`src/rtl/song_score_ctrl.sv`:
```
// song_score_ctrl
//   Scores a sung performance note by note. For each note of the reference
//   melody it fetches the reference pitch from the melody ROM, listens to the
//   pitch detector for NOTE_TICKS cycles (last valid sample wins), issues one
//   start pulse to the comparison scorer, and adds the returned per-note score
//   into a song total. Rests (ROM value 0) skip the compare and score 0.
//
// Ports
//   clk, rst_n            : clock, synchronous active-low reset
//   play                  : start a song (accepted only when idle)
//   freq_valid, sung_freq : pitch detector strobe and frequency (Hz)
//   rom_addr, rom_freq    : melody ROM address / data (data one cycle later)
//   cmp_enable, cmp_start : enable and one-cycle start pulse to the scorer
//   cmp_sung_freq         : sung frequency operand (stable through compare)
//   cmp_ref_freq          : reference frequency operand (stable through compare)
//   cmp_score             : score from the scorer, sampled CMP_LATENCY cycles
//                           after the start pulse
//   busy, note_idx        : song in progress / note being processed
//   note_done, note_score : per-note pulse and that note's score (held)
//   done, total_score     : song-complete pulse and accumulated score (held)
module song_score_ctrl #(
  parameter int NUM_NOTES   = 16,
  parameter int NOTE_TICKS  = 1024,
  parameter int CMP_LATENCY = 2
) (
  input  logic        clk,
  input  logic        rst_n,
  input  logic        play,
  input  logic        freq_valid,
  input  logic [14:0] sung_freq,
  output logic [7:0]  rom_addr,
  input  logic [14:0] rom_freq,
  output logic        cmp_enable,
  output logic        cmp_start,
  output logic [14:0] cmp_sung_freq,
  output logic [14:0] cmp_ref_freq,
  input  logic [3:0]  cmp_score,
  output logic        busy,
  output logic [7:0]  note_idx,
  output logic        note_done,
  output logic [3:0]  note_score,
  output logic        done,
  output logic [11:0] total_score
);

  typedef enum logic [2:0] {
    S_IDLE,
    S_FETCH,
    S_LOAD,
    S_LISTEN,
    S_COMPARE,
    S_ACCUM,
    S_DONE
  } state_t;

  localparam int TICK_W = (NOTE_TICKS > 1) ? $clog2(NOTE_TICKS) : 1;
  localparam int LAT_W  = (CMP_LATENCY > 1) ? $clog2(CMP_LATENCY) : 1;
  localparam logic [TICK_W-1:0] TICK_LOAD = TICK_W'(NOTE_TICKS - 1);
  localparam logic [LAT_W-1:0]  LAT_LOAD  = LAT_W'(CMP_LATENCY - 1);
  localparam logic [7:0]        LAST_IDX  = 8'(NUM_NOTES - 1);

  state_t            state;
  logic [TICK_W-1:0] tick_cnt;
  logic [LAT_W-1:0]  lat_cnt;
  logic [14:0]       ref_reg;
  logic [14:0]       sung_reg;
  logic [3:0]        note_pts;

  // ROM is addressed directly by the note index; note_idx only changes on the
  // edge entering FETCH, so the address is stable for the ROM read.
  assign rom_addr      = note_idx;
  assign cmp_enable    = busy;
  assign cmp_ref_freq  = ref_reg;
  assign cmp_sung_freq = sung_reg;

  // ref_reg is untouched between LOAD and the next LOAD, so it still marks a
  // rest when the note reaches ACCUM.
  always_comb begin
    note_pts = '0;
    if (ref_reg != '0) note_pts = cmp_score;
  end

  always_ff @(posedge clk) begin
    if (!rst_n) begin
      state       <= S_IDLE;
      tick_cnt    <= '0;
      lat_cnt     <= '0;
      ref_reg     <= '0;
      sung_reg    <= '0;
      cmp_start   <= 1'b0;
      busy        <= 1'b0;
      note_idx    <= '0;
      note_done   <= 1'b0;
      note_score  <= '0;
      done        <= 1'b0;
      total_score <= '0;
    end else begin
      cmp_start <= 1'b0;
      note_done <= 1'b0;
      done      <= 1'b0;
      unique case (state)
        S_IDLE: begin
          if (play) begin
            note_idx    <= '0;
            total_score <= '0;
            note_score  <= '0;
            busy        <= 1'b1;
            state       <= S_FETCH;
          end
        end
        S_FETCH: state <= S_LOAD;
        S_LOAD: begin
          ref_reg  <= rom_freq;
          sung_reg <= '0;
          tick_cnt <= TICK_LOAD;
          state    <= S_LISTEN;
        end
        S_LISTEN: begin
          if (freq_valid) sung_reg <= sung_freq;
          if (tick_cnt == '0) begin
            if (ref_reg == '0) begin
              state <= S_ACCUM;
            end else begin
              cmp_start <= 1'b1;
              lat_cnt   <= LAT_LOAD;
              state     <= S_COMPARE;
            end
          end else begin
            tick_cnt <= tick_cnt - 1'b1;
          end
        end
        S_COMPARE: begin
          if (lat_cnt == '0) state <= S_ACCUM;
          else               lat_cnt <= lat_cnt - 1'b1;
        end
        S_ACCUM: begin
          note_score  <= note_pts;
          total_score <= total_score + {8'b0, note_pts};
          note_done   <= 1'b1;
          if (note_idx == LAST_IDX) begin
            busy  <= 1'b0;
            done  <= 1'b1;
            state <= S_DONE;
          end else begin
            note_idx <= note_idx + 8'd1;
            state    <= S_FETCH;
          end
        end
        S_DONE:  state <= S_IDLE;
        default: state <= S_IDLE;
      endcase
    end
  end

endmodule

```
`config.mk`:
```
export PLATFORM = sky130hd
export DESIGN_NAME = song_score_ctrl
export DESIGN_NICKNAME = d
export VERILOG_FILES = /design/src/rtl/song_score_ctrl.sv
export SDC_FILE = /design/constraint.sdc
export NUM_CORES = 1
export LEC_CHECK = 0
export ABC_CLOCK_PERIOD_IN_PS = 4100
export CORE_ASPECT_RATIO = 1.25
export CORE_UTILIZATION = 49
export DETAILED_ROUTE_END_ITERATION = 8
export PLACE_DENSITY = 0.95
export SYNTH_ARGS = -nofsm -noshare
export SYNTH_HDL_FRONTEND = slang
export SYNTH_SLANG_ARGS = --single-unit
```
`constraint.sdc`:
```
create_clock -name clk -period 4.1 [get_ports clk]
set_input_delay 1.025 -clock clk [delete_from_list [all_inputs] [get_ports clk]]
set_output_delay 1.025 -clock clk [all_outputs]
set_load 0.01 [all_outputs]
```
==> metrics.md <==
| Metric | Value |
|---|---|
| TritonCTS clock tree | built |
| Synth cell types | 59 |
| Met1 Track Usage GR | ~28% |
| Setup TNS | 0 ps |
| Worst reg-to-reg path cell count | 9 |
| PD cells | 394 nW/um^2 |
| # hold bufs at CTS | 0 |
| Layout cells sized above 1 | 6.49% |
| Core Util, Final | 70.3% |
| Clk slew on worst S/H paths | 70 ps |
| Yosys warnings | 0 |
| R2R setup slack | approximately 1300 ps |
| Clk_skew | 6.81 ps |
| Std-Cell Rows | 32 |
| Syn Inst Count | 368 |
| Port Buffers | 104 |
| GRT Overall Usage | 24.9% |
| Worst VDD drop | 0.000323 V |
| Asr flop ratio synth | 0% |
| Setup crit end kind | flop |
| DRT antenna net count | 0 |
| Status | finished, final reports clean |
| Simple-gate area share of the yosys netlist | roughly a fifth |
| DR pass1 iterations | 4 |
| Hold Path Depth | 2 |
| Remaining DRCs | 0 |
| Synth Area in XOR/XNOR | 3.57% |
| Cell Area, Placed | between 4000 and 5000 sq um |
| Unrepaired setup endpoints after global routing | no |
| Pre-CTS setup slack | 886 ps |
| Syn Area/Cell | 8.67 sq um |
| Die Area | 6840 sq um |
| Post-synth top area cell | dfxtp_1 |
| Share of the synthesized area in the top cell type | between 40% and 50% |
| Nets | 503 |
| Slew headroom | 31.6% |
| GR Layer Usage met2 | 43.5% |
| Fin crit period | 2870 ps |
| Die height | around 92 um |
| Critical path class | input port to flop |
| Wire per inst | between 10 and 15 um |
| Vias/cell | 5.57 |
| Final Hold Vio Count | 0 |
| Placed Cells | about 530 |
| Max Buffers Root-to-Sink | 2 |
| Top FF cell, synth | dfxtp_1 |
| Most common cell after layout, fill and taps aside | clkdlybuf4s50_1 |
| Largest family of logic cells by synthesized area | simple AND/OR/NAND/NOR gates |
| PnR worst setup slack | ~1200 ps |
| Layout filler cell count | 487 |
| Number of global-route vias before repair | 2938 |
| Area of the core | 6250 sq um |
| Leakage Power | 1.55 nW |
| Fin area | between 4000 and 5000 sq um |
| Vias | 3046 |
| Clock Latency Late Sink | 350 ps |
| Post-synthesis adder-cell area fraction | just under 3% |
| Syn_nets | ~410 |
| M3 GR Usage | approximately 4.8% |
| Post-synth design cell area | 3190 sq um |
| Die W | 74.2 um |
| Least-Margin Pin Slew | between 1000 and 1500 ps |
| Worst R2R Start | cmp_ref_freq[0]$_SDFFE_PN0P_ |
| MaxCap Viol Count | 0 |
| Post-synthesis compound-gate area fraction | 20.4% |
| CTS root buffer | clkbuf_8 |
| Critical path arrival | 3110 ps |
| Most frequent cells in the layout | 104 x clkdlybuf4s50_1, 72 x dfxtp_1, 52 x nand2_1 |
| Crit path launch type | input port |
| Fmax | roughly 0.35 GHz |
| Initial Utilization | approximately half |
| Mux cell area share after synthesis | less than 1% |
| Post-CTS setup buffers | 0 |
| Initial DRC count | 160 |
| Hold path startpoint | cmp_ref_freq[11]$_SDFFE_PN0P_ |
| Post-synthesis sequential area ratio | 45.2% |
| Largest cells by area after synthesis | dfxtp_1 45%, nand2_1 6.1%, a21oi_1 4.7% |
| Initial antenna violation count | 0 |
| Inserted Clock Buffers | 9 |
| Endpoint with the worst hold slack | cmp_ref_freq[11]$_SDFFE_PN0P_ |
| Busiest layer in global routing | met2 |
| Worst r2r dst | total_score[7]$_SDFFE_PN0P_ |
| Part of the cycle the worst path needs | 70.0% |
| Post-synth EDFFs | 0 |
| Global route total overflow | 0 |
| GP Congestion | 0.873 |
| Post-detail-place hpwl | ~5800 um |
| Pin count of the biggest net entering global routing | 47 |
| Synthesis-to-finish area growth | 37.5% |
| # clock sinks | 72 |
| CP max FO | 6 |
| Critical path required time | 4340 ps |
| N_diodes | 0 |
| WL final | a little over 8000 um |
| Non-Filler Instances | 547 |
| Post-cts resize count | 0 |
| # IOs | 105 |
| Synth Register Bits | 72 |
| Final setup vio count | 0 |
| Global-route wire length before repair | 13300 um |
| Slew Viols, Final | 0 |
| Htree depth | 3 |
| Worst hold path type | flop to flop |
[synthesized netlist by cell type (7+ instances only)]
master	count
a22o_1	7
clkbuf_1	7
xnor2_1	8
a22oi_1	16
nor2_1	35
buf_2	8
a21oi_1	30
buf_4	9
dfxtp_1	72
inv_1	12
nand2_1	52
nand3_1	14
[worst max-delay path by stage]
stage                                       from                           end  slack [ps]  cells past startpoint
CTS                                 cmp_score[0]  total_score[10]$_SDFFE_PN0P_        1250                     10
finish                              cmp_score[0]  total_score[10]$_SDFFE_PN0P_        1230                     10
global route        cmp_ref_freq[0]$_SDFFE_PN0P_   total_score[7]$_SDFFE_PN0P_        1080                      9
global placement                    cmp_score[0]   total_score[6]$_SDFFE_PN0P_         970                     10
floorplan                           cmp_score[0]   total_score[6]$_SDFFE_PN0P_        1560                      9
detailed placement                  cmp_score[0]  total_score[10]$_SDFFE_PN0P_         890                     10
[power breakdown]
part	switching (mW)	internal (mW)	total, mW
Clock	0.252	0.291	0.543
Sequential	0.0502	0.739	0.789
Combinational	0.217	0.179	0.396
Total	0.519	1.21	1.73
[stage by stage]
step                total power, mW  hold slack [ps]
CTS                            1.73              478
finish                         1.73              475
global placement               1.18              460
floorplan                      1.06              450
detailed placement             1.19              461
global route                   1.81              506
[state kept, by name, summed over array words and instances, names as in the netlist]
name / flops
note_score: 4
tick_cnt: 10
lat_cnt: 1
note_done: 1
total_score: 12
cmp_sung_freq: 15
note_idx: 8
busy: 1
cmp_start: 1
state: 3
cmp_ref_freq: 15
done: 1
[critical path, stage by stage]
cell             delay [ps]
clkdlybuf4s50_1         470
and2_1                  120
ha_1                    170
inv_1                    60
fa_1                    400
nor2b_1                 130
o21ai_1                 100
a21oi_2                 270
a211oi_1                120
a41o_1                  230
[final cells by class]
type | instances | area (sq um) | share of cell area (%)
Sequential cell | 72 | 1440 | 32.8
Timing Repair Buffer | 104 | 1040 | 23.7
Tap cell | 85 | 106 | 2.42
Clock buffer | 11 | 141 | 3.22
Inverter | 16 | 60.1 | 1.37
Multi-Input combinational cell | 255 | 1550 | 35.4
Clock inverter | 4 | 45.0 | 1.03
[metal layers]
layer | routed length [um] | vias up
met5 | 0 | -
met4 | 200 | 0
met3 | 435 | 19
met2 | 4190 | 116
met1 | 3310 | 1437
li1 | - | 1474
[kinds of logic (layout without fill, tap and decap cells)]
family,Yosys count,in the layout
AO/OA/AOI/OAI,93,93
XOR/XNOR,13,13
adder cells (fa/ha/maj),7,7
buffers and inverters,41,135
flip-flops,72,72
multiplexers,2,2
AND/OR/NAND/NOR,140,140
No activity file was read; power rests on OpenSTA's default activity.
